===== config.mk =====
export PLATFORM = sky130hd
export DESIGN_NAME = uart_tx_fifo
export DESIGN_NICKNAME = d
export VERILOG_FILES = /design/src/rtl/uart_tx_fifo.sv
export SDC_FILE = /design/constraint.sdc
export NUM_CORES = 1
export LEC_CHECK = 0
export ABC_AREA = 1
export BUFFER_PORTS_ARGS = -buffer_cell sky130_fd_sc_hd__buf_2
export CAP_MARGIN = 30
export CORE_MARGIN = 5
export CORE_UTILIZATION = 43
export CTS_CLUSTER_DIAMETER = 120
export CTS_CLUSTER_SIZE = 30
export DETAILED_ROUTE_END_ITERATION = 8
export PLACE_DENSITY = 0.68
export RECOVER_POWER = 50
export SLEW_MARGIN = 15
export SYNTH_ARGS = -nofsm -noshare
export SYNTH_HDL_FRONTEND = slang
export SYNTH_SLANG_ARGS = --single-unit

===== constraint.sdc =====
create_clock -name clk -period 2.5 [get_ports clk]
set_input_delay 0.25 -clock clk [delete_from_list [all_inputs] [get_ports clk]]
set_output_delay 0.25 -clock clk [all_outputs]
set_load 0.05 [all_outputs]

===== src/rtl/uart_tx_fifo.sv =====
// rtl/uart_tx_fifo.sv - UART transmitter with configurable frame format and an input FIFO
module uart_tx_fifo #(
   parameter int CLK_FREQ   = 12_000_000,
   parameter int BAUD       = 9600,
   parameter int DATA_BITS  = 8,
   parameter int STOP_BITS  = 1,
   parameter int FIFO_DEPTH = 4
) (
   input  logic                          clk,
   input  logic                          reset_n,
   input  logic [DATA_BITS-1:0]          data_in,
   input  logic                          tx_valid,
   output logic                          tx_ready,
   input  logic [1:0]                    parity_mode,
   output logic                          tx_out,
   output logic                          tx_busy,
   output logic [$clog2(FIFO_DEPTH):0]   fifo_count,
   output logic                          overflow
);

   localparam int BAUD_CYCLES = CLK_FREQ / BAUD;
   localparam int CW = (BAUD_CYCLES > 1) ? $clog2(BAUD_CYCLES) : 1;
   localparam int AW = $clog2(FIFO_DEPTH);
   localparam int BW = $clog2(DATA_BITS);
   localparam int EW = DATA_BITS + 2;
   localparam logic [AW:0] FULL = (AW+1)'(FIFO_DEPTH);

   typedef enum logic [2:0] {IDLE, START, DATA, PARITY, STOP} state_t;

   logic [EW-1:0]        mem [FIFO_DEPTH];
   logic [AW-1:0]        wr_ptr, rd_ptr;
   logic [AW:0]          count;
   logic                 push, pop, baud_end, stop_last;
   logic [EW-1:0]        head;

   state_t               state;
   logic [CW-1:0]        baud_cnt;
   logic [BW-1:0]        bit_idx;
   logic                 stop_idx;
   logic [DATA_BITS-1:0] shreg;
   logic                 par_bit, par_en;

   assign tx_ready   = (count != FULL);
   assign push       = tx_valid && tx_ready;
   assign baud_end   = (baud_cnt == CW'(BAUD_CYCLES - 1));
   assign stop_last  = (stop_idx == 1'(STOP_BITS - 1));
   assign pop        = (count != '0) &&
                       (state == IDLE || (state == STOP && baud_end && stop_last));
   assign head       = mem[rd_ptr];
   assign tx_busy    = (state != IDLE) || (count != '0);
   assign fifo_count = count;

   // Storage carries no reset; the pointers and count define what is valid.
   always_ff @(posedge clk) begin
      if (push)
         mem[wr_ptr] <= {parity_mode, data_in};
   end

   always_ff @(posedge clk or negedge reset_n) begin
      if (!reset_n) begin
         wr_ptr   <= '0;
         rd_ptr   <= '0;
         count    <= '0;
         overflow <= 1'b0;
      end else begin
         overflow <= tx_valid && !tx_ready;
         if (push)
            wr_ptr <= wr_ptr + 1'b1;
         if (pop)
            rd_ptr <= rd_ptr + 1'b1;
         unique case ({push, pop})
            2'b10:   count <= count + 1'b1;
            2'b01:   count <= count - 1'b1;
            default: count <= count;
         endcase
      end
   end

   always_ff @(posedge clk or negedge reset_n) begin
      if (!reset_n) begin
         state    <= IDLE;
         tx_out   <= 1'b1;
         baud_cnt <= '0;
         bit_idx  <= '0;
         stop_idx <= 1'b0;
         shreg    <= '0;
         par_bit  <= 1'b0;
         par_en   <= 1'b0;
      end else begin
         case (state)
            IDLE: tx_out <= 1'b1;
            START: begin
               if (baud_end) begin
                  baud_cnt <= '0;
                  bit_idx  <= '0;
                  state    <= DATA;
                  tx_out   <= shreg[0];
               end else begin
                  baud_cnt <= baud_cnt + 1'b1;
               end
            end
            DATA: begin
               if (baud_end) begin
                  baud_cnt <= '0;
                  if (bit_idx == BW'(DATA_BITS - 1)) begin
                     stop_idx <= 1'b0;
                     state    <= par_en ? PARITY : STOP;
                     tx_out   <= par_en ? par_bit : 1'b1;
                  end else begin
                     bit_idx <= bit_idx + 1'b1;
                     shreg   <= shreg >> 1;
                     tx_out  <= shreg[1];
                  end
               end else begin
                  baud_cnt <= baud_cnt + 1'b1;
               end
            end
            PARITY: begin
               if (baud_end) begin
                  baud_cnt <= '0;
                  stop_idx <= 1'b0;
                  state    <= STOP;
                  tx_out   <= 1'b1;
               end else begin
                  baud_cnt <= baud_cnt + 1'b1;
               end
            end
            STOP: begin
               if (baud_end) begin
                  baud_cnt <= '0;
                  if (stop_last) begin
                     state  <= IDLE;
                     tx_out <= 1'b1;
                  end else begin
                     stop_idx <= stop_idx + 1'b1;
                  end
               end else begin
                  baud_cnt <= baud_cnt + 1'b1;
               end
            end
            default: begin
               state  <= IDLE;
               tx_out <= 1'b1;
            end
         endcase
         // A pop overrides the IDLE/STOP decisions above so frames chain with no gap.
         if (pop) begin
            shreg    <= head[DATA_BITS-1:0];
            par_en   <= head[DATA_BITS+1] ^ head[DATA_BITS];
            par_bit  <= (head[DATA_BITS+1:DATA_BITS] == 2'b01) ? ~^head[DATA_BITS-1:0]
                                                               :  ^head[DATA_BITS-1:0];
            baud_cnt <= '0;
            state    <= START;
            tx_out   <= 1'b0;
         end
      end
   end

endmodule


==> out/results.env, run 1 <==
SYNTH-SEQ-AREA-SHARE_PCT=56.8
POWER_REPORT.INTERNAL_TOTAL_mW=2.91
OUTCOME='complete, but fails checks'
SEQUENTIAL_CELL_AREA_UM2=2100
GRT_PASS1_VIAS=2753
P_SEQ_SHARE_PCT=36.3
YS_TYPES=33
GRT_SETUP_UNREPAIRED='false'
POSTROUTEWIRELENGTH_UM=6900
GP_CONGESTION=0.838
COUNT_OF_FINAL_MAX_SLEW_CHECK_FAILURES=37
LAYOUT.CORE_UTILIZATION_PCT=49.4
CP.REQUIRED_NS=2.73
MAX-CLOCK-PATH-BUFFERS=2
HOLDBUFCOUNTCTS=0
ANTENNA_VIOLATIONS_BEFORE_REPAIR=0
POST_CTS.REPAIR.SETUP_BUFFERS=0
SYN_INST=393
FINAL.MIN_CLOCK_PERIOD_NS=2.28
FINAL-SETUP-VIOL-COUNT=0
SLEW-LIMIT-HEADROOM_PCT=-28.0
NUM_ANTENNA_CELLS=0
HPWL_UM=4830
SYN-CELL-AREA_UM2=3700
CLK_LATENCY_NS=0.34
SYN_AVG_CELL_AREA_UM2=9.41
NNETSFINAL=446
CTS.CLK_SLEW.WORST_PATHS_NS=0.08
MULTI_INPUT_COMB_AREA_UM2=1350
MAXCAPVIOLCOUNT=1
STDCELL_COUNT=532
SYNTH-ASYNC-RESET-RATIO_PCT=47.4
TOTAL_CTS_BUFFERS=9
CTS_TREE='done'
STD_CELL_ROWS=33
START_UTIL_PCT=44.6
FILL_CELLS=782
CTS-ROOT-BUF='sky130_fd_sc_hd__clkbuf_8'
STATIC-LEAKAGE-POWER_nW=1.83
DIE_AREA_UM2=10600
SYNTH-EDFF-COUNT=40
SWITCHINGPOWER_mW=2.25
POSTSYNTH.TOPFLOPCELL='sky130_fd_sc_hd__edfxtp_1'
YS_SEQ_ELEMENTS=76
DRIVE_ABOVE_1_SHARE_PCT=11.5
CRITICALPATHCATEGORY='reg2reg'
CLOCK_SINK_COUNT=76
FAILED_CHECKS='max-capacitance violations, max-slew violations'
WIRE_PER_INST_UM=13.0
CORE_UM2=8300
POWER_mW=5.16
POWER_PER_CELL_AREA_nW_PER_UM2=1260
HOLD_WS_NS=0.119
DP.CELLS=516
PWR-SHARE-COMB_PCT=46.1
NETSWITCHINGFRACTION_PCT=43.7
DIE_WD_UM=103
DRC=0
SETUP.WORST_PATH.END_CLASS='register'
FINALCRITPERIODSHARE_PCT=91.2
INITIALDRTVIOLATIONCOUNT=106
PORT_BUFFERS=19
MAX_CLOCK_FREQ_MHz=438
WORST_PATH_FANOUT_MAX=8
ANTENNA_VIOLATING_NETS_POST_ROUTE=0
HOLD_VIOL=0
AREA_GROWTH_PCT=10.9
GRT_MAX_DEGREE=37
BOUNDARY_PIN_COUNT=20
VIA_TOTAL_AFTER_DETAILED_ROUTING=2679
TIMING_WORST_SLEW_PIN_VALUE_NS=1.92
SKEW_NS=0.00694
GR-USAGE-ALL-LAYERS_PCT=14.5
ARRIVAL_NS=2.51
FIRST_PASS_ITERS=5
DETAIL_ROUTE.VIAS_PER_CELL=5.04
POSTSYNTHNETCOUNT=417
POWER.IR.VDD_WORST_uV=497
WORST_HOLD_PATH_TYPE='in2reg'
GRT_PASS1_WL_UM=12000
SETUP_TOTAL_NEGATIVE_SLACK_NS=0
POWER.CLOCK.FRACTION_PCT=17.6
CRITICAL_PATH.STARTPOINT_TYPE='register'
HTREE_LEVELS=3
HIGHEST_COUNT_CELLS_IN_THE_LAYOUT_IGNORING_FILL_AND_TAPS='106 x sky130_fd_sc_hd__nand2_1, 40 x sky130_fd_sc_hd__inv_1, 40 x sky130_fd_sc_hd__edfxtp_1'
GR-TOTAL-OVERFLOW=0
DIEHEIGHT_UM=103
YOSYS_WARNINGS=0
LAYOUT.CELLS.MOST_COMMON='sky130_fd_sc_hd__nand2_1'
cell usage after synthesis (5+ instances only):
cell                       count  share of area [%]
sky130_fd_sc_hd__o22ai_1       5               0.85
sky130_fd_sc_hd__buf_2         6               0.81
sky130_fd_sc_hd__edfxtp_1     40                 32
sky130_fd_sc_hd__nand3_1      32                4.3
sky130_fd_sc_hd__ha_1         10                3.4
sky130_fd_sc_hd__nor2_1       27                2.7
sky130_fd_sc_hd__o21ai_0      27                3.7
sky130_fd_sc_hd__inv_1        41                4.2
sky130_fd_sc_hd__a21oi_1      11                1.5
sky130_fd_sc_hd__nand2_1     106                 11
sky130_fd_sc_hd__nand4_1       6                1.0
sky130_fd_sc_hd__dfrtp_1      35                 24
sky130_fd_sc_hd__inv_2         8               0.81
sky130_fd_sc_hd__xor2_1        7                1.7
cell families after synthesis:
logic type / count (synthesis) / share of synthesized area [%]
buffers and inverters: 58 / 6.56
DFF: 76 / 56.8
xor gates and xnor gates: 11 / 2.60
and+or+nand+nor: 184 / 21.8
muxes: 1 / 0.271
AOI/OAI and AO/OA: 52 / 8.01
adders and majority gates: 11 / 3.92
sequential cells by signal (all words and copies together) (netlist names):
name / cells
rd_ptr: 2
bit_idx: 3
tx_out: 1
shreg: 8
mem: 40
baud_cnt: 11
wr_ptr: 2
par_bit: 1
overflow: 1
state: 3
par_en: 1
fifo_count: 3
through the flow:
step	setup WS, ns	instance area (um^2)
2_1_floorplan	0.0363	3700
3_3_place_gp	0.246	3930
3_5_place_dp	0.167	3930
4_1_cts	0.174	4120
5_1_grt	0.00103	4100
6_report	0.219	4100
power by group through the flow:
stage | Combinational, mW | Clock, mW | Sequential [mW]
finish | 2.38 | 0.910 | 1.87
global route | 2.76 | 0.988 | 1.91
CTS | 2.42 | 0.934 | 1.87
detailed placement | 2.41 | 0 | 1.89
global placement | 2.32 | 0 | 1.88
floorplan | 1.76 | 0 | 2.00
cell type report:
type / count / share of cell area (%)
multi-input cells: 259 / 33.0
flip-flops and latches: 76 / 51.3
well taps: 105 / 3.20
inverters: 50 / 4.64
repair buffers: 26 / 3.23
clock inverters: 7 / 1.65
clock buffers: 9 / 3.02
worst max-delay path: stages, from the launching register on:
cell and delay (ns):
sky130_fd_sc_hd__dfrtp_1 0.42, sky130_fd_sc_hd__inv_2 0.08, sky130_fd_sc_hd__ha_1 0.14, sky130_fd_sc_hd__nand2_1 0.09, sky130_fd_sc_hd__nor3_4 0.22, sky130_fd_sc_hd__nand2_4 0.12
sky130_fd_sc_hd__a21boi_4 0.14, sky130_fd_sc_hd__ha_1 0.15, sky130_fd_sc_hd__inv_1 0.06, sky130_fd_sc_hd__fa_1 0.38, sky130_fd_sc_hd__a21oi_1 0.14, sky130_fd_sc_hd__o21ai_0 0.11
sky130_fd_sc_hd__xnor2_1 0.13
final timing paths:
path	endpoint	start	slack, ns	cells past startpoint
max	fifo_count[2]	baud_cnt[1]	0.22	12
min	overflow	tx_valid	0.12	3
max reg2reg	fifo_count[2]	baud_cnt[1]	0.22	12
min reg2reg	bit_idx[2]	bit_idx[2]	0.49	2
max in group asynchronous	shreg[2]	reset_n	0.97	1
min in group asynchronous	baud_cnt[8]	reset_n	0.43	1
per-layer routing:
metal	up-vias	track usage [%]	part of all wire, %
met5	-	0	0
met4	0	5.08	0.97
met3	8	4.06	3.4
met2	58	25.1	50
met1	1255	17.4	46
li1	1358	-	-
what timing repair did:
item / 4_1_cts / 5_1_grt
setup endpoints to repair: 0 / 1
hold endpoints to repair: 0 / 0
resized for setup: 0 / 1
No activity file was read; power rests on OpenSTA's default activity.
==> run 2: changes to the inputs <==
--- a/config.mk
+++ b/config.mk
@@ -8,7 +8,7 @@
 export ABC_AREA = 1
 export BUFFER_PORTS_ARGS = -buffer_cell sky130_fd_sc_hd__buf_2
 export CAP_MARGIN = 30
-export CORE_MARGIN = 5
+export CORE_MARGIN = 1
 export CORE_UTILIZATION = 43
 export CTS_CLUSTER_DIAMETER = 120
 export CTS_CLUSTER_SIZE = 30
==> out/results.env, run 2 (synthesis results as in run 1) <==
FINAL.MIN_CLOCK_PERIOD_NS=2.27  # was 2.28 ns
NNETSFINAL=447  # was 446
LAYOUT.CELLS.MOST_COMMON='sky130_fd_sc_hd__nand2_1'  # unchanged
CLK_LATENCY_NS=0.35  # was 0.34 ns
HOLD_VIOL=0  # unchanged
NETSWITCHINGFRACTION_PCT=42.5  # was 43.7%
MAX_STAGE_DELAY_NS=0.40  # was 0.42 ns
ARRIVAL_NS=2.51  # about the same
GP_CONGESTION=0.834  # was 0.838
GRT_SETUP_UNREPAIRED='false'  # unchanged
DP.CELLS=516  # unchanged
WIRE_PER_INST_UM=12.5  # was 13.0 um
CLOCK_SINK_COUNT=76  # unchanged
FINAL-SETUP-VIOL-COUNT=0  # unchanged
CP.REQUIRED_NS=2.73  # about the same
HIGHEST_COUNT_CELLS_IN_THE_LAYOUT_IGNORING_FILL_AND_TAPS='106 x sky130_fd_sc_hd__nand2_1, 41 x sky130_fd_sc_hd__inv_1, 40 x sky130_fd_sc_hd__edfxtp_1'  # was 106 x sky130_fd_sc_hd__nand2_1, 40 x sky130_fd_sc_hd__inv_1, 40 x sky130_fd_sc_hd__edfxtp_1
SETUP_TOTAL_NEGATIVE_SLACK_NS=0  # unchanged
LARGEST_REGISTER_FFS=40  # unchanged
POWER_REPORT.INTERNAL_TOTAL_mW=3.03  # was 2.91 mW
DIEHEIGHT_UM=94.8  # was 103 um
MAX-CLOCK-PATH-BUFFERS=2  # unchanged
GR-USAGE-ALL-LAYERS_PCT=16.2  # was 14.5%
START_UTIL_PCT=44.8  # was 44.6%
SEQUENTIAL_CELL_AREA_UM2=2100  # unchanged
VIA_TOTAL_AFTER_DETAILED_ROUTING=2645  # was 2679
REG_TOP3='mem x40, baud_cnt x11, shreg x8'  # unchanged
SETUP.WORST_PATH.END_CLASS='register'  # unchanged
REGISTERS.TOP_BY_FF_COUNT='mem'  # unchanged
GRT_PASS1_VIAS=2498  # was 2753
DIE_AREA_UM2=8980  # was 10600 um^2
CTS.CLK_SLEW.WORST_PATHS_NS=0.08  # about the same
NUM_ANTENNA_CELLS=0  # unchanged
GRT_MAX_DEGREE=37  # unchanged
ANTENNA_VIOLATIONS_BEFORE_REPAIR=0  # unchanged
SKEW_NS=0.0111  # was 0.00694 ns
TOTAL_CTS_BUFFERS=9  # unchanged
CORE_UM2=8260  # was 8300 um^2
GR-TOTAL-OVERFLOW=0  # unchanged
WORST_PATH_FANOUT_MAX=8  # unchanged
CTS_TREE='done'  # unchanged
POWER_mW=5.27  # was 5.16 mW
STD_CELL_ROWS=33  # unchanged
COUNT_OF_FINAL_MAX_SLEW_CHECK_FAILURES=0  # was 37
MULTI_INPUT_COMB_AREA_UM2=1350  # unchanged
CRITICAL-PATH-TOP-DELAY-FAMILY='adder cells'  # unchanged
FILL_CELLS=799  # was 782
FINALCRITPERIODSHARE_PCT=90.9  # was 91.2%
BOUNDARY_PIN_COUNT=20  # unchanged
GRT_PASS1_WL_UM=11000  # was 12000 um
CRIT_PATH_TOP_DELAY_CELL='sky130_fd_sc_hd__dfrtp_1'  # unchanged
PORT_BUFFERS=19  # unchanged
HTREE_LEVELS=3  # unchanged
STATIC-LEAKAGE-POWER_nW=1.87  # was 1.83 nW
FIRST_PASS_ITERS=4  # was 5
SWITCHINGPOWER_mW=2.24  # was 2.25 mW
DRIVE_ABOVE_1_SHARE_PCT=11.9  # was 11.5%
CRIT_CHAIN='inv_1 > ha_1 > nand2_1 > nor3_4 > nand2_4 > a21boi_4 > ha_1 > inv_1 > fa_1 > a21oi_1 > o21ai_0 > xnor2_1'  # was inv_2 > ha_1 > nand2_1 > nor3_4 > nand2_4 > a21boi_4 > ha_1 > inv_1 > fa_1 > a21oi_1 > o21ai_0 > xnor2_1
AREA_GROWTH_PCT=12.1  # was 10.9%
ANTENNA_VIOLATING_NETS_POST_ROUTE=0  # unchanged
OUTCOME='completed'  # was complete, but fails checks
WORST_HOLD_PATH_TYPE='in2reg'  # unchanged
PWR-SHARE-COMB_PCT=44.9  # was 46.1%
POSTROUTEWIRELENGTH_UM=6650  # was 6900 um
P_SEQ_SHARE_PCT=35.5  # was 36.3%
POWER_PER_CELL_AREA_nW_PER_UM2=1270  # was 1260 nW/um^2
TIMING_WORST_SLEW_PIN_VALUE_NS=0.804  # was 1.92 ns
CTS-ROOT-BUF='sky130_fd_sc_hd__clkbuf_8'  # unchanged
CRITICAL_PATH.STARTPOINT_TYPE='register'  # unchanged
WORST-PATH-BUF-INV=2  # unchanged
DRC=0  # unchanged
MAX_CLOCK_FREQ_MHz=440  # was 438 MHz
STDCELL_COUNT=533  # was 532
CRITICALPATHCATEGORY='reg2reg'  # unchanged
HPWL_UM=4610  # was 4830 um
DETAIL_ROUTE.VIAS_PER_CELL=4.96  # was 5.04
POWER.IR.VDD_WORST_uV=640  # was 497 uV
MAXCAPVIOLCOUNT=0  # was 1
DIE_WD_UM=94.8  # was 103 um
INITIALDRTVIOLATIONCOUNT=132  # was 106
POWER.CLOCK.FRACTION_PCT=19.6  # was 17.6%
SLEW-LIMIT-HEADROOM_PCT=46.4  # was -28.0%
[run 2: metal layers]
layer	wire length [um]	global-route usage (%)	part of all wire [%]
met5	0	0	0
met4	112	5.68	1.7
met3	224	5.07	3.4
met2	3290	27.6	49
met1	3030	19.3	46
[run 2: cell type report]
type                            instances  area share, %
Multi-Input combinational cell        259           32.6
Inverter                               50           4.58
Tap cell                              105           3.17
Sequential cell                        76           50.7
Clock inverter                          6           2.35
Clock buffer                           10           3.08
Timing Repair Buffer                   27           3.50
[run 2: path summary, 6_finish.rpt]
kind	cells after the start	slack [ns]	endpoint	startpoint
max	12	0.23	fifo_count[2]	baud_cnt[1]
min	3	0.12	overflow	tx_valid
max reg2reg	12	0.23	fifo_count[2]	baud_cnt[1]
min reg2reg	2	0.49	bit_idx[1]	bit_idx[1]
max in group asynchronous	2	1.47	shreg[1]	reset_n
min in group asynchronous	2	0.52	rd_ptr[0]	reset_n
[run 2: what timing repair did]
item,CTS,global route
buffers inserted,0,0
gates resized for setup,0,0
hold buffers,1,0
endpoints found under the hold margin,1,0
[run 2: power by group through the flow]
stage | Clock, mW | Sequential, mW | Combinational [mW]
final | 1.04 | 1.87 | 2.37
after global routing | 1.11 | 1.91 | 2.68
after floorplan | 0 | 2.00 | 1.76
after global placement | 0 | 1.88 | 2.33
after CTS | 1.06 | 1.87 | 2.41
after detailed placement | 0 | 1.89 | 2.39
[run 2: through the flow]
stage	cell area [um^2]	utilization [%]	hold slack (ns)	setup WS, ns
after CTS	4170	50.5	0.0859	0.206
after global routing	4150	50.2	0.112	0.0464
after floorplan	3700	-	-0.0456	0.0363
after detailed placement	3930	47.6	0.388	0.203
after global placement	3930	47.6	0.383	0.262
final	4150	50.2	0.116	0.228
[run 2: worst register-to-register path, cell delays in order, from the launching register on]
cell                       delay, ns
sky130_fd_sc_hd__dfrtp_1        0.40
sky130_fd_sc_hd__inv_1          0.10
sky130_fd_sc_hd__ha_1           0.15
sky130_fd_sc_hd__nand2_1        0.09
sky130_fd_sc_hd__nor3_4         0.20
sky130_fd_sc_hd__nand2_4        0.12
sky130_fd_sc_hd__a21boi_4       0.15
sky130_fd_sc_hd__ha_1           0.15
sky130_fd_sc_hd__inv_1          0.06
sky130_fd_sc_hd__fa_1           0.38
sky130_fd_sc_hd__a21oi_1        0.14
sky130_fd_sc_hd__o21ai_0        0.11
sky130_fd_sc_hd__xnor2_1        0.14
==> run 3: changes to the inputs <==
--- a/config.mk
+++ b/config.mk
@@ -8,7 +8,7 @@
 export ABC_AREA = 1
 export BUFFER_PORTS_ARGS = -buffer_cell sky130_fd_sc_hd__buf_2
 export CAP_MARGIN = 30
-export CORE_MARGIN = 1
+export CORE_MARGIN = 2
 export CORE_UTILIZATION = 43
 export CTS_CLUSTER_DIAMETER = 120
 export CTS_CLUSTER_SIZE = 30
==> out/results.env, run 3 (synthesis results as in run 1) <==
HOLD_WS_NS=0.113  # was 0.116 ns
P_SEQ_SHARE_PCT=35.8  # was 35.5%
OUTCOME='complete, but fails checks'  # was completed
GP_CONGESTION=0.832  # was 0.834
LAYOUT.CORE_UTILIZATION_PCT=49.8  # was 50.2%
POWER_mW=5.22  # was 5.27 mW
POST_CTS.REPAIR.SETUP_BUFFERS=0  # unchanged
SWITCHINGPOWER_mW=2.28  # was 2.24 mW
CLOCK_SINK_COUNT=76  # unchanged
POWER_REPORT.INTERNAL_TOTAL_mW=2.94  # was 3.03 mW
CLK_LATENCY_NS=0.35  # about the same
SETUP.WORST_PATH.END_CLASS='register'  # unchanged
DRIVE_ABOVE_1_SHARE_PCT=11.7  # was 11.9%
GRT_SETUP_UNREPAIRED='false'  # unchanged
LARGEST_REGISTER_FFS=40  # unchanged
CRITICALPATHCATEGORY='reg2reg'  # unchanged
STD_CELL_ROWS=33  # unchanged
BOUNDARY_PIN_COUNT=20  # unchanged
REG2REG_TO='fifo_count[2]'  # unchanged
SLEW-LIMIT-HEADROOM_PCT=-24.3  # was 46.4%
PWR-SHARE-COMB_PCT=45.2  # was 44.9%
FILL_CELLS=752  # was 799
DIE_AREA_UM2=9360  # was 8980 um^2
STATIC-LEAKAGE-POWER_nW=1.86  # was 1.87 nW
TOTAL_CTS_BUFFERS=9  # unchanged
DP.CELLS=516  # unchanged
REGISTERS.TOP_BY_FF_COUNT='mem'  # unchanged
WORSTHOLDSTART='tx_valid'  # unchanged
FINALCRITPERIODSHARE_PCT=92.8  # was 90.9%
CP.REQUIRED_NS=2.74  # was 2.73 ns
DIE_WD_UM=96.8  # was 94.8 um
MAX-CLOCK-PATH-BUFFERS=2  # unchanged
ARRIVAL_NS=2.56  # was 2.51 ns
DETAIL_ROUTE.VIAS_PER_CELL=4.92  # was 4.96
HOLD_VIOL=0  # unchanged
NNETSFINAL=447  # unchanged
GRT_PASS1_WL_UM=11300  # was 11000 um
POWER.CLOCK.FRACTION_PCT=19.0  # was 19.6%
WORST_CASE_HOLD_PATH_END_POINT='overflow'  # unchanged
GR-TOTAL-OVERFLOW=0  # unchanged
WORST_HOLD_PATH_TYPE='in2reg'  # unchanged
HIGHEST_COUNT_CELLS_IN_THE_LAYOUT_IGNORING_FILL_AND_TAPS='106 x sky130_fd_sc_hd__nand2_1, 41 x sky130_fd_sc_hd__inv_1, 40 x sky130_fd_sc_hd__edfxtp_1'  # unchanged
WIRE_PER_INST_UM=12.3  # was 12.5 um
GR-USAGE-ALL-LAYERS_PCT=14.9  # was 16.2%
POWER_PER_CELL_AREA_nW_PER_UM2=1260  # was 1270 nW/um^2
FINAL-SETUP-VIOL-COUNT=0  # unchanged
HPWL_UM=4470  # was 4610 um
SKEW_NS=0.00849  # was 0.0111 ns
WORST_PATH_FANOUT_MAX=8  # unchanged
CTS.CLK_SLEW.WORST_PATHS_NS=0.08  # about the same
FINAL.MIN_CLOCK_PERIOD_NS=2.32  # was 2.27 ns
STDCELL_COUNT=533  # unchanged
TIMING.REG2REG.SETUP_SLACK_NS=0.18  # was 0.23 ns
CRITICAL_PATH.STARTPOINT_TYPE='register'  # unchanged
PORT_BUFFERS=19  # unchanged
GRT_MAX_DEGREE=37  # unchanged
REG2REG_FROM='baud_cnt[1]'  # unchanged
DIEHEIGHT_UM=96.8  # was 94.8 um
REG2REGPATHDEPTH=12  # unchanged
CTS-ROOT-BUF='sky130_fd_sc_hd__clkbuf_8'  # unchanged
LAYOUT.CELLS.MOST_COMMON='sky130_fd_sc_hd__nand2_1'  # unchanged
ANTENNA_VIOLATIONS_BEFORE_REPAIR=0  # unchanged
CTS_TREE='done'  # unchanged
FAILED_CHECKS='max-capacitance violations, max-slew violations'
HTREE_LEVELS=3  # unchanged
ANTENNA_VIOLATING_NETS_POST_ROUTE=0  # unchanged
SETUP_TOTAL_NEGATIVE_SLACK_NS=0  # unchanged
INITIALDRTVIOLATIONCOUNT=191  # was 132
FIRST_PASS_ITERS=5  # was 4
MAX_CLOCK_FREQ_MHz=431  # was 440 MHz
DRC=0  # unchanged
POSTROUTEWIRELENGTH_UM=6570  # was 6650 um
CORE_UM2=8300  # was 8260 um^2
HOLD_DEPTH=3  # unchanged
VIA_TOTAL_AFTER_DETAILED_ROUTING=2624  # was 2645
START_UTIL_PCT=44.6  # was 44.8%
TIMING_WORST_SLEW_PIN_VALUE_NS=1.87  # was 0.804 ns
NETSWITCHINGFRACTION_PCT=43.6  # was 42.5%
AREA_GROWTH_PCT=11.7  # was 12.1%
GRT_PASS1_VIAS=2512  # was 2498
MAXCAPVIOLCOUNT=1  # was 0
COUNT_OF_FINAL_MAX_SLEW_CHECK_FAILURES=37  # was 0
NUM_ANTENNA_CELLS=0  # unchanged
REG_TOP3='mem x40, baud_cnt x11, shreg x8'  # unchanged
POWER.IR.VDD_WORST_uV=674  # was 640 uV
run 3: cell count changes in the layout (fill, tap and decap cells not counted), sizes merged:
cell    before  now
clkinv       3    0
bufinv       2    1
inv         51   56
clkbuf      20   21
buf         16   14
run 3: repair_timing:
action	in CTS	in global routing
resized for setup	0	0
hold buffers	1	0
endpoints found under the hold margin	32	0
run 3: metal layers:
layer | track usage, % | vias up | wire length, um
met5 | 0 | - | 0
met4 | 4.33 | 0 | 39
met3 | 5.06 | 4 | 318
met2 | 24.3 | 46 | 3130
met1 | 19.0 | 1217 | 3080
li1 | - | 1357 | -
run 3: worst max path at each step:
stage	from	endpoint	slack, ns	cells after the start
2_1_floorplan	fifo_count[0]	fifo_count[2]	0.04	9
3_3_place_gp	baud_cnt[1]	fifo_count[2]	0.27	12
3_5_place_dp	baud_cnt[1]	fifo_count[2]	0.22	12
4_1_cts	baud_cnt[1]	fifo_count[2]	0.18	12
5_1_grt	baud_cnt[1]	fifo_count[2]	0.003	12
6_report	baud_cnt[1]	fifo_count[2]	0.18	12
run 3: cell type report:
class                      count  area, um^2  area share [%]
tap                          105         131            3.18
inverter                      50         190            4.60
sequential                    76        2100            50.9
clock buffer                   9         124            3.00
multi-input combinational    259        1350            32.8
timing repair buffer          27         143            3.45
clock inverter                 7        87.6            2.12
run 3: worst max-delay path, stage by stage (launching register included):
cell and delay, ns:
sky130_fd_sc_hd__dfrtp_1 0.41, sky130_fd_sc_hd__inv_1 0.10, sky130_fd_sc_hd__ha_1 0.15, sky130_fd_sc_hd__nand2_1 0.09
sky130_fd_sc_hd__nor3_4 0.22, sky130_fd_sc_hd__nand2_4 0.12, sky130_fd_sc_hd__a21boi_4 0.16, sky130_fd_sc_hd__ha_1 0.15
sky130_fd_sc_hd__inv_1 0.06, sky130_fd_sc_hd__fa_1 0.37, sky130_fd_sc_hd__a21oi_1 0.13, sky130_fd_sc_hd__o21ai_0 0.12
sky130_fd_sc_hd__xnor2_1 0.14
run 3: power by group through the flow:
stage          Clock, mW  Sequential (mW)  Combinational (mW)
2_1_floorplan          0             2.00                1.76
3_3_place_gp           0             1.88                2.34
3_5_place_dp           0             1.89                2.38
4_1_cts             1.02             1.87                2.40
5_1_grt             1.07             1.91                2.72
6_report           0.989             1.87                2.36
run 3: through the flow:
stage	area (um^2)	setup WS, ns
5_1_grt	4130	0.00318
3_5_place_dp	3930	0.222
3_3_place_gp	3930	0.266
6_report	4130	0.180
2_1_floorplan	3700	0.0363
4_1_cts	4150	0.178
